--- src/rtl/ex_hazard_ctrl_if.sv ---
// Pipeline hazard-control bundle: stage status from the datapath, stall/flush/forward controls back.
interface ex_hazard_ctrl_if #(
  parameter int CNT_W = 16
);
  logic             i_id_vld;
  logic [4:0]       i_id_rs1_raddr;
  logic [4:0]       i_id_rs2_raddr;
  logic             i_ex_vld;
  logic [4:0]       i_ex_rd_waddr;
  logic             i_ex_rd_wen;
  logic             i_ex_mem_read;
  logic [4:0]       i_ex_rs1_raddr;
  logic [4:0]       i_ex_rs2_raddr;
  logic             i_mem_vld;
  logic [4:0]       i_mem_rd_waddr;
  logic             i_mem_rd_wen;
  logic             i_wb_vld;
  logic [4:0]       i_wb_rd_waddr;
  logic             i_wb_rd_wen;
  logic             i_redirect;
  logic             i_dmem_req;
  logic             i_dmem_ready;
  logic             o_stall_if;
  logic             o_stall_id;
  logic             o_stall_ex;
  logic             o_bubble_ex;
  logic             o_flush_id;
  logic [1:0]       o_fwd_a;
  logic [1:0]       o_fwd_b;
  logic [1:0]       o_state;
  logic             o_dmem_err;
  logic [CNT_W-1:0] o_stall_cycles;

  modport master (
    output i_id_vld, i_id_rs1_raddr, i_id_rs2_raddr,
           i_ex_vld, i_ex_rd_waddr, i_ex_rd_wen, i_ex_mem_read, i_ex_rs1_raddr, i_ex_rs2_raddr,
           i_mem_vld, i_mem_rd_waddr, i_mem_rd_wen,
           i_wb_vld, i_wb_rd_waddr, i_wb_rd_wen,
           i_redirect, i_dmem_req, i_dmem_ready,
    input  o_stall_if, o_stall_id, o_stall_ex, o_bubble_ex, o_flush_id,
           o_fwd_a, o_fwd_b, o_state, o_dmem_err, o_stall_cycles
  );

  modport slave (
    input  i_id_vld, i_id_rs1_raddr, i_id_rs2_raddr,
           i_ex_vld, i_ex_rd_waddr, i_ex_rd_wen, i_ex_mem_read, i_ex_rs1_raddr, i_ex_rs2_raddr,
           i_mem_vld, i_mem_rd_waddr, i_mem_rd_wen,
           i_wb_vld, i_wb_rd_waddr, i_wb_rd_wen,
           i_redirect, i_dmem_req, i_dmem_ready,
    output o_stall_if, o_stall_id, o_stall_ex, o_bubble_ex, o_flush_id,
           o_fwd_a, o_fwd_b, o_state, o_dmem_err, o_stall_cycles
  );
endinterface

--- src/rtl/ex_hazard_ctrl.sv ---
// EX-stage hazard controller: operand forwarding, load-use interlock, redirect flush
// and data-memory wait handling with timeout.
module ex_hazard_ctrl #(
  parameter int TIMEOUT = 16,
  parameter int CNT_W   = 16
) (
  input logic i_clk,
  input logic i_rst,
  ex_hazard_ctrl_if.slave bus
);
  localparam int WCW = $clog2(TIMEOUT);

  typedef enum logic [1:0] {
    ST_RUN  = 2'b00,
    ST_WAIT = 2'b01,
    ST_ERR  = 2'b10
  } state_t;

  state_t           state_q, state_d;
  logic [WCW-1:0]   wait_cnt;
  logic [CNT_W-1:0] stall_cnt;
  logic             load_use;
  logic             mem_pending;

  function automatic logic [1:0] fwd_sel(input logic [4:0] rs);
    if (bus.i_mem_vld && bus.i_mem_rd_wen && bus.i_mem_rd_waddr != 5'd0 && bus.i_mem_rd_waddr == rs)
      return 2'b01;
    else if (bus.i_wb_vld && bus.i_wb_rd_wen && bus.i_wb_rd_waddr != 5'd0 && bus.i_wb_rd_waddr == rs)
      return 2'b10;
    else
      return 2'b00;
  endfunction

  always_comb begin
    bus.o_fwd_a = fwd_sel(bus.i_ex_rs1_raddr);
    bus.o_fwd_b = fwd_sel(bus.i_ex_rs2_raddr);
  end

  assign load_use = bus.i_ex_vld && bus.i_ex_mem_read && bus.i_ex_rd_wen &&
                    bus.i_ex_rd_waddr != 5'd0 && bus.i_id_vld &&
                    (bus.i_ex_rd_waddr == bus.i_id_rs1_raddr ||
                     bus.i_ex_rd_waddr == bus.i_id_rs2_raddr);
  assign mem_pending = bus.i_dmem_req && !bus.i_dmem_ready;

  always_ff @(posedge i_clk) begin
    if (i_rst) state_q <= ST_RUN;
    else       state_q <= state_d;
  end

  always_comb begin
    state_d = ST_RUN;
    case (state_q)
      ST_RUN:  state_d = mem_pending ? ST_WAIT : ST_RUN;
      ST_WAIT: begin
        if (bus.i_dmem_ready)                         state_d = ST_RUN;
        else if (wait_cnt == WCW'(TIMEOUT - 1))       state_d = ST_ERR;
        else                                          state_d = ST_WAIT;
      end
      ST_ERR:  state_d = ST_RUN;
      default: state_d = ST_RUN;
    endcase
  end

  // Once memory is not holding the pipe, RUN and the completing MEM_WAIT cycle share
  // the same redirect > load-use priority.
  always_comb begin
    bus.o_stall_if  = 1'b0;
    bus.o_stall_id  = 1'b0;
    bus.o_stall_ex  = 1'b0;
    bus.o_bubble_ex = 1'b0;
    bus.o_flush_id  = 1'b0;
    bus.o_dmem_err  = 1'b0;
    case (state_q)
      ST_RUN, ST_WAIT: begin
        if ((state_q == ST_RUN) ? mem_pending : !bus.i_dmem_ready) begin
          bus.o_stall_if = 1'b1;
          bus.o_stall_id = 1'b1;
          bus.o_stall_ex = 1'b1;
        end else if (bus.i_redirect) begin
          bus.o_flush_id  = 1'b1;
          bus.o_bubble_ex = 1'b1;
        end else if (load_use) begin
          bus.o_stall_if  = 1'b1;
          bus.o_stall_id  = 1'b1;
          bus.o_bubble_ex = 1'b1;
        end
      end
      ST_ERR: begin
        bus.o_dmem_err  = 1'b1;
        bus.o_flush_id  = 1'b1;
        bus.o_bubble_ex = 1'b1;
      end
      default: ;
    endcase
  end

  always_ff @(posedge i_clk) begin
    if (i_rst || state_q != ST_WAIT || state_d != ST_WAIT) wait_cnt <= '0;
    else                                                   wait_cnt <= wait_cnt + WCW'(1);
  end

  always_ff @(posedge i_clk) begin
    if (i_rst)                                 stall_cnt <= '0;
    else if (bus.o_stall_if && stall_cnt != '1) stall_cnt <= stall_cnt + CNT_W'(1);
  end

  assign bus.o_state        = state_q;
  assign bus.o_stall_cycles = stall_cnt;
endmodule

--- src/flat_wrapper.sv ---
// flat-port wrapper written by rule: the top's interface ports become plain ports
module ex_hazard_ctrl_flat 
#(
  parameter int TIMEOUT = 16,
  parameter int CNT_W   = 16
)
  (i_clk, i_rst, bus_i_id_vld, bus_i_id_rs1_raddr, bus_i_id_rs2_raddr, bus_i_ex_vld, bus_i_ex_rd_waddr, bus_i_ex_rd_wen, bus_i_ex_mem_read, bus_i_ex_rs1_raddr, bus_i_ex_rs2_raddr, bus_i_mem_vld, bus_i_mem_rd_waddr, bus_i_mem_rd_wen, bus_i_wb_vld, bus_i_wb_rd_waddr, bus_i_wb_rd_wen, bus_i_redirect, bus_i_dmem_req, bus_i_dmem_ready, bus_o_stall_if, bus_o_stall_id, bus_o_stall_ex, bus_o_bubble_ex, bus_o_flush_id, bus_o_fwd_a, bus_o_fwd_b, bus_o_state, bus_o_dmem_err, bus_o_stall_cycles);
  ex_hazard_ctrl_if #(.CNT_W(CNT_W)) bus_i ();
  input logic i_clk;
  input logic i_rst;
  input wire logic [$bits(bus_i.i_id_vld)-1:0] bus_i_id_vld;
  input wire logic [$bits(bus_i.i_id_rs1_raddr)-1:0] bus_i_id_rs1_raddr;
  input wire logic [$bits(bus_i.i_id_rs2_raddr)-1:0] bus_i_id_rs2_raddr;
  input wire logic [$bits(bus_i.i_ex_vld)-1:0] bus_i_ex_vld;
  input wire logic [$bits(bus_i.i_ex_rd_waddr)-1:0] bus_i_ex_rd_waddr;
  input wire logic [$bits(bus_i.i_ex_rd_wen)-1:0] bus_i_ex_rd_wen;
  input wire logic [$bits(bus_i.i_ex_mem_read)-1:0] bus_i_ex_mem_read;
  input wire logic [$bits(bus_i.i_ex_rs1_raddr)-1:0] bus_i_ex_rs1_raddr;
  input wire logic [$bits(bus_i.i_ex_rs2_raddr)-1:0] bus_i_ex_rs2_raddr;
  input wire logic [$bits(bus_i.i_mem_vld)-1:0] bus_i_mem_vld;
  input wire logic [$bits(bus_i.i_mem_rd_waddr)-1:0] bus_i_mem_rd_waddr;
  input wire logic [$bits(bus_i.i_mem_rd_wen)-1:0] bus_i_mem_rd_wen;
  input wire logic [$bits(bus_i.i_wb_vld)-1:0] bus_i_wb_vld;
  input wire logic [$bits(bus_i.i_wb_rd_waddr)-1:0] bus_i_wb_rd_waddr;
  input wire logic [$bits(bus_i.i_wb_rd_wen)-1:0] bus_i_wb_rd_wen;
  input wire logic [$bits(bus_i.i_redirect)-1:0] bus_i_redirect;
  input wire logic [$bits(bus_i.i_dmem_req)-1:0] bus_i_dmem_req;
  input wire logic [$bits(bus_i.i_dmem_ready)-1:0] bus_i_dmem_ready;
  output wire logic [$bits(bus_i.o_stall_if)-1:0] bus_o_stall_if;
  output wire logic [$bits(bus_i.o_stall_id)-1:0] bus_o_stall_id;
  output wire logic [$bits(bus_i.o_stall_ex)-1:0] bus_o_stall_ex;
  output wire logic [$bits(bus_i.o_bubble_ex)-1:0] bus_o_bubble_ex;
  output wire logic [$bits(bus_i.o_flush_id)-1:0] bus_o_flush_id;
  output wire logic [$bits(bus_i.o_fwd_a)-1:0] bus_o_fwd_a;
  output wire logic [$bits(bus_i.o_fwd_b)-1:0] bus_o_fwd_b;
  output wire logic [$bits(bus_i.o_state)-1:0] bus_o_state;
  output wire logic [$bits(bus_i.o_dmem_err)-1:0] bus_o_dmem_err;
  output wire logic [$bits(bus_i.o_stall_cycles)-1:0] bus_o_stall_cycles;
  assign bus_i.i_id_vld = bus_i_id_vld;
  assign bus_i.i_id_rs1_raddr = bus_i_id_rs1_raddr;
  assign bus_i.i_id_rs2_raddr = bus_i_id_rs2_raddr;
  assign bus_i.i_ex_vld = bus_i_ex_vld;
  assign bus_i.i_ex_rd_waddr = bus_i_ex_rd_waddr;
  assign bus_i.i_ex_rd_wen = bus_i_ex_rd_wen;
  assign bus_i.i_ex_mem_read = bus_i_ex_mem_read;
  assign bus_i.i_ex_rs1_raddr = bus_i_ex_rs1_raddr;
  assign bus_i.i_ex_rs2_raddr = bus_i_ex_rs2_raddr;
  assign bus_i.i_mem_vld = bus_i_mem_vld;
  assign bus_i.i_mem_rd_waddr = bus_i_mem_rd_waddr;
  assign bus_i.i_mem_rd_wen = bus_i_mem_rd_wen;
  assign bus_i.i_wb_vld = bus_i_wb_vld;
  assign bus_i.i_wb_rd_waddr = bus_i_wb_rd_waddr;
  assign bus_i.i_wb_rd_wen = bus_i_wb_rd_wen;
  assign bus_i.i_redirect = bus_i_redirect;
  assign bus_i.i_dmem_req = bus_i_dmem_req;
  assign bus_i.i_dmem_ready = bus_i_dmem_ready;
  assign bus_o_stall_if = bus_i.o_stall_if;
  assign bus_o_stall_id = bus_i.o_stall_id;
  assign bus_o_stall_ex = bus_i.o_stall_ex;
  assign bus_o_bubble_ex = bus_i.o_bubble_ex;
  assign bus_o_flush_id = bus_i.o_flush_id;
  assign bus_o_fwd_a = bus_i.o_fwd_a;
  assign bus_o_fwd_b = bus_i.o_fwd_b;
  assign bus_o_state = bus_i.o_state;
  assign bus_o_dmem_err = bus_i.o_dmem_err;
  assign bus_o_stall_cycles = bus_i.o_stall_cycles;
  ex_hazard_ctrl #(.TIMEOUT(TIMEOUT), .CNT_W(CNT_W)) u_core (.i_clk(i_clk), .i_rst(i_rst), .bus(bus_i));
endmodule
--- config.mk ---
export PLATFORM = sky130hd
export DESIGN_NAME = ex_hazard_ctrl_flat
export DESIGN_NICKNAME = d
export VERILOG_FILES = /design/src/rtl/ex_hazard_ctrl_if.sv /design/src/rtl/ex_hazard_ctrl.sv /design/src/flat_wrapper.sv
export SDC_FILE = /design/constraint.sdc
export NUM_CORES = 1
export LEC_CHECK = 0
export CAP_MARGIN = 15
export CORE_MARGIN = 1
export CORE_UTILIZATION = 44
export DETAILED_ROUTE_END_ITERATION = 8
export GPL_TIMING_DRIVEN = 0
export HOLD_SLACK_MARGIN = 0.06
export PLACE_DENSITY = 0.9
export SLEW_MARGIN = 20
export SYNTH_ARGS = -nofsm -noshare
export SYNTH_HDL_FRONTEND = slang
export SYNTH_SLANG_ARGS = --single-unit
--- constraint.sdc ---
create_clock -name i_clk -period 3.95 [get_ports i_clk]
set_input_delay 0.9875 -clock i_clk [delete_from_list [all_inputs] [get_ports i_clk]]
set_output_delay 0.9875 -clock i_clk [all_outputs]
set_load 0.02 [all_outputs]
# Word level (Yosys, flattened, before mapping)
# Cells that the tools add are included.
# Widths: inputs -> output; s select.
op_classes:
  add_sub_neg: 2
  n_eq_ne: 12
  muxes: 22
  n_reduce_logical: 24
ops:
  columns: ["operator", "count"]
  rows:
  - ["$eq 5x5->1", 6]
  - ["$add 16x1->16 const B", 1]
  - ["$ne 16x16->1 const B", 1]
  - ["$logic_and 1x1->1", 15]
  - ["$reduce_bool 5->1", 3]
  - ["$mux 1", 13]
  - ["$mux 2", 6]
  - ["$add 4x1->4 const B", 1]
  - ["$eq 4x4->1 const B", 1]
  - ["$ne 2x1->1 const B", 2]
  - ["$pmux 1 s2", 2]
  - ["$pmux 2 s2", 1]
  - ["$logic_or 1x1->1", 3]
  - ["$eq 2x1->1 const B", 1]
  - ["$eq 2x2->1 const B", 1]
  - ["$logic_not 2->1", 1]
  - ["$reduce_or 2->1", 1]
  - ["$logic_not 1->1", 1]
word_totals:
  reg_bits: 22
  output_inout_bits: 28
  word_cells: 63

# Logic depth before layout (Yosys ltp)
logic_depth:
  word_depth: 10
  mapped_depth: 8
  ltp_nobuf: 7

# Worst setup path after synthesis
# Ideal clock, no wire load.
synth_path:
  kind: "in2out"
  start: "input port bus_i_mem_rd_waddr[0]"
  end: "output port bus_o_fwd_a[1]"
  arrival_time_ps: 2609
  required_time_ps: 2963
  path_slack_ps: 354
  path_stages: 4
  n_path_buf: 0
  path_cell_list: "or4_1 o211ai_1 nor4_1 nor4_1"
synth_between:
  elab_chain_len: 4
synth_rtl:
  columns: ["element", "line_no", "source"]
  rows:
  - ["start: declaration", "flat_wrapper.sv:21", "input wire logic [$bits(bus_i.i_mem_rd_waddr)-1:0] bus_i_mem_rd_waddr;"]
  - ["$reduce_bool 5->1", "ex_hazard_ctrl.sv:26", "if (bus.i_mem_vld && bus.i_mem_rd_wen && bus.i_mem_rd_waddr != 5'd0 && bus.i_mem_rd_waddr == rs)"]
  - ["$logic_and 1x1->1", "ex_hazard_ctrl.sv:26", null]
  - ["$logic_and 1x1->1 *", "ex_hazard_ctrl.sv:26", null]
  - ["$mux 2 *", "ex_hazard_ctrl.sv:26", null]
  - ["end: declaration", "flat_wrapper.sv:34", "output wire logic [$bits(bus_i.o_fwd_a)-1:0] bus_o_fwd_a;"]
# Mark *: on every way between the ends. The rest lies on a longest branch, timed or not.

# Worst setup path in the final report
layout_path:
  start: "input port bus_i_mem_rd_waddr[3]"
  end: "output port bus_o_fwd_a[1]"
# Same word-level chain as after synthesis.

==> summary.md <==
| Metric | Value |
|---|---|
| Placed instance area | 2337 µm² |
| CP most frequent cell | nor4_1 |
| CTS Root Cell | clkbuf_4 |
| DIE AREA | 3738 µm² |
| Leading cell types in the layout, fill and taps excluded | clkdlybuf4s50_1, dfxtp_1, xnor2_1 |
| FP Rows | 21 |
| Clock Sinks | 22 |
| Area delta synth->final | 53.66% |
| Number of H-tree levels | 1 |
| Slew @ Worst Pin | 0.5261 ns |
| Die Y | 61.14 µm |
| Grt ovf | 0 |
| Synthesis warning total | 0 |
| Peak VDD IR | 0.2073 mV |
| Worst min path class | register to register |
| Total Power | 0.0004874 W |
| Final ANT Viol Nets | 0 |
| I/O Buffers | 74 |
| WHS | 0.4585 ns |
| GP Congestion | 0.8884 |
| Top delay family on crit path | simple AND/OR/NAND/NOR gates |
| Max-cap violations | 0 |
| Slowest CP cell | or4_1 |
| Final Hold Fails | 0 |
| Final min period | 3.850 ns |
| Post-Syn Instances | 183 |
| First-pass GRT wire length | 6548 µm |
| Wire length per cell | 13.52 µm |
| Combined buffer and inverter count along the critical path | 2 |
| EDFF count, synth | 0 |
| Vias per cell | 5.332 |
| Synth top area share | 28.62% |
| Vias | 1637 |
| F_max | 259.7 MHz |
| Sequential-to-total area share from yosys stat | 28.62% |
| Leakage | 0.7969 nW |
| Setup-failing EPs final | 0 |
| Core box area | 3337 µm² |
| Top FF cell, synth | dfxtp_1 |
| Nets | 312 |
| ANT cells | 0 |
| Syn avg cell area | 8.410 µm² |
| Most common cell after layout, fill and taps aside | clkdlybuf4s50_1 |
| Final Non-Filler Cells | 307 |
| Overall routed net length | 4150 µm |
| Area leader, netlist | dfxtp_1 |
| Vias in the first global route | 1559 |
| Placed cells | 303 |
| Synthesized area | 1539 µm² |
| Gr usage total | 23.01% |
| Initial antenna violation count | 0 |
| CTS tree | yes |
| Clk_skew | 0.01703 ns |
| Clock tree buffer depth | 2 |
| Outcome | finished, final reports clean |
| Fin crit share | 97.47% |
| CP Launch Type | primary input |
| CP required | 2.96 ns |
| Power Density | 206.1 nW/µm² |
| Cell Chain, Critical Path | clkdlybuf4s50_1, or4_1, o211ai_1, nor4_1, nor4_1, buf_2 |
| Clk pin slew, worst setup/hold paths | 0.11 ns |
| Layout cell share with drive strength beyond 1 | 6.897% |
| IO Count | 76 |
| Async set or reset register ratio after synthesis | 0% |
| DRT Pass-1 Iters | 4 |
| Fin area | 2365 µm² |
| TritonCTS buffer count | 3 |
| Slew headroom | 64.60% |
| Clock latency on the worst-skew pair | 0.31 ns |
| Endpoint type of the worst setup path | output port |
| Max-slew violation count | 0 |
| Remaining DRCs | 0 |
| Die Span X | 61.14 µm |
| Largest fanout on the critical path | 3 |
| Half-perimeter wire length after placement | 3476 µm |
| Critical path class | primary input to output port |
| Post CTS Setup Buffer Count | 0 |
| Largest net degree at the start of global routing | 13 |
| Synth Register Bits | 22 |
| Netlist cell types | 40 |
| RSZ-0062 raised after global routing | false |
| CP arrival | 2.86 ns |
| Initial core utilization | 46.12% |
| Crit path largest cell delay | 0.56 ns |
| First-iteration detailed-routing DRC count | 58 |
| Area contributors post-synth | dfxtp_1, xnor2_1, xor2_1, nand3_1, a21oi_1 |
| Synthesized net count | 233 |
[layer usage]
metal / GRT usage (%) / vias to the layer above / routed length, µm
met4: 9.740 / 0 / 64
li1: - / 831 / -
met5: 0 / - / 0
met3: 4.832 / 8 / 265
met1: 28.37 / 747 / 1842
met2: 38.82 / 51 / 1978
[layout make-up]
type / instances / area (µm²)
repair buffers: 74 / 719.4
inverters: 6 / 22.52
fillers: 262 / 972.2
clock buffers: 4 / 36.28
multi-input cells: 151 / 1062
well taps: 46 / 57.56
plain buffers: 4 / 26.28
flip-flops and latches: 22 / 440.4
[through the flow]
stage / worst slack (ns) / utilization (%) / setup TNS, ns
after global routing: 0.01278 / 70.87 / 0
after floorplan: 0.3540 / - / 0
after CTS: 0.04426 / 70.98 / 0
final: 0.1001 / 70.87 / 0
after global placement: -0.3947 / 70.04 / -1.293
after detailed placement: -0.4047 / 70.04 / -1.444
[worst reg2reg max path, cell delays in order (launching register included)]
cell      delay, ns
dfxtp_1        0.45
ha_1           0.26
and4_1         0.24
nand3_1        0.13
o21ai_0        0.21
a21boi_2       0.27
buf_6          0.17
mux2i_1        0.18
nor2_1         0.05
[repair_timing]
action,in CTS,in global routing
resized for setup,18,2
hold buffers,0,0
pin swaps,1,2
endpoints found under the setup margin,5,3
[registers in the layout (all words and copies together), names as in the netlist]
name                       count
u_core.bus.o_stall_cycles     16
u_core.bus.o_state             2
u_core.wait_cnt                4
[final timing paths]
check,start,endpoint,slack [ns],cells past startpoint
max reg2reg,u_core.bus.o_stall_cycles[0],u_core.bus.o_stall_cycles[1],1.90,8
min,u_core.wait_cnt[0],u_core.wait_cnt[0],0.46,1
max,bus_i_mem_rd_waddr[3],bus_o_fwd_a[1],0.10,6
min reg2reg,u_core.wait_cnt[0],u_core.wait_cnt[0],0.46,1
[cell families after synthesis]
| group | synth area share [%] |
|---|---|
| AOI/OAI and AO/OA | 19.02 |
| xor gates and xnor gates | 19.35 |
| adders and majority gates | 1.626 |
| buffers and inverters | 3.171 |
| DFF | 28.62 |
| muxes | 0.6504 |
| and+or+nand+nor | 27.56 |
[cell usage after synthesis, types with 2 or more instances]
library cell	count
ha_1	2
clkbuf_1	2
or3_1	6
nand2_1	9
nor4_1	5
a311oi_1	3
o31ai_1	4
o21ai_0	9
inv_1	6
nor2_1	12
nand4_1	3
a41oi_1	2
dfxtp_1	22
xnor2_1	18
xor2_1	16
o211ai_1	2
and3_1	3
nand3_1	14
nand2b_1	2
and2_1	2
and4_1	2
or4_1	8
nor2b_1	2
a21oi_1	13
[power by group]
group,internal (W),switching [W]
Clock,0.0000563,0.0000681
Combinational,0.0000767,0.0000586
Sequential,0.000224,0.00000353
Power figures use the tool's default switching activity.
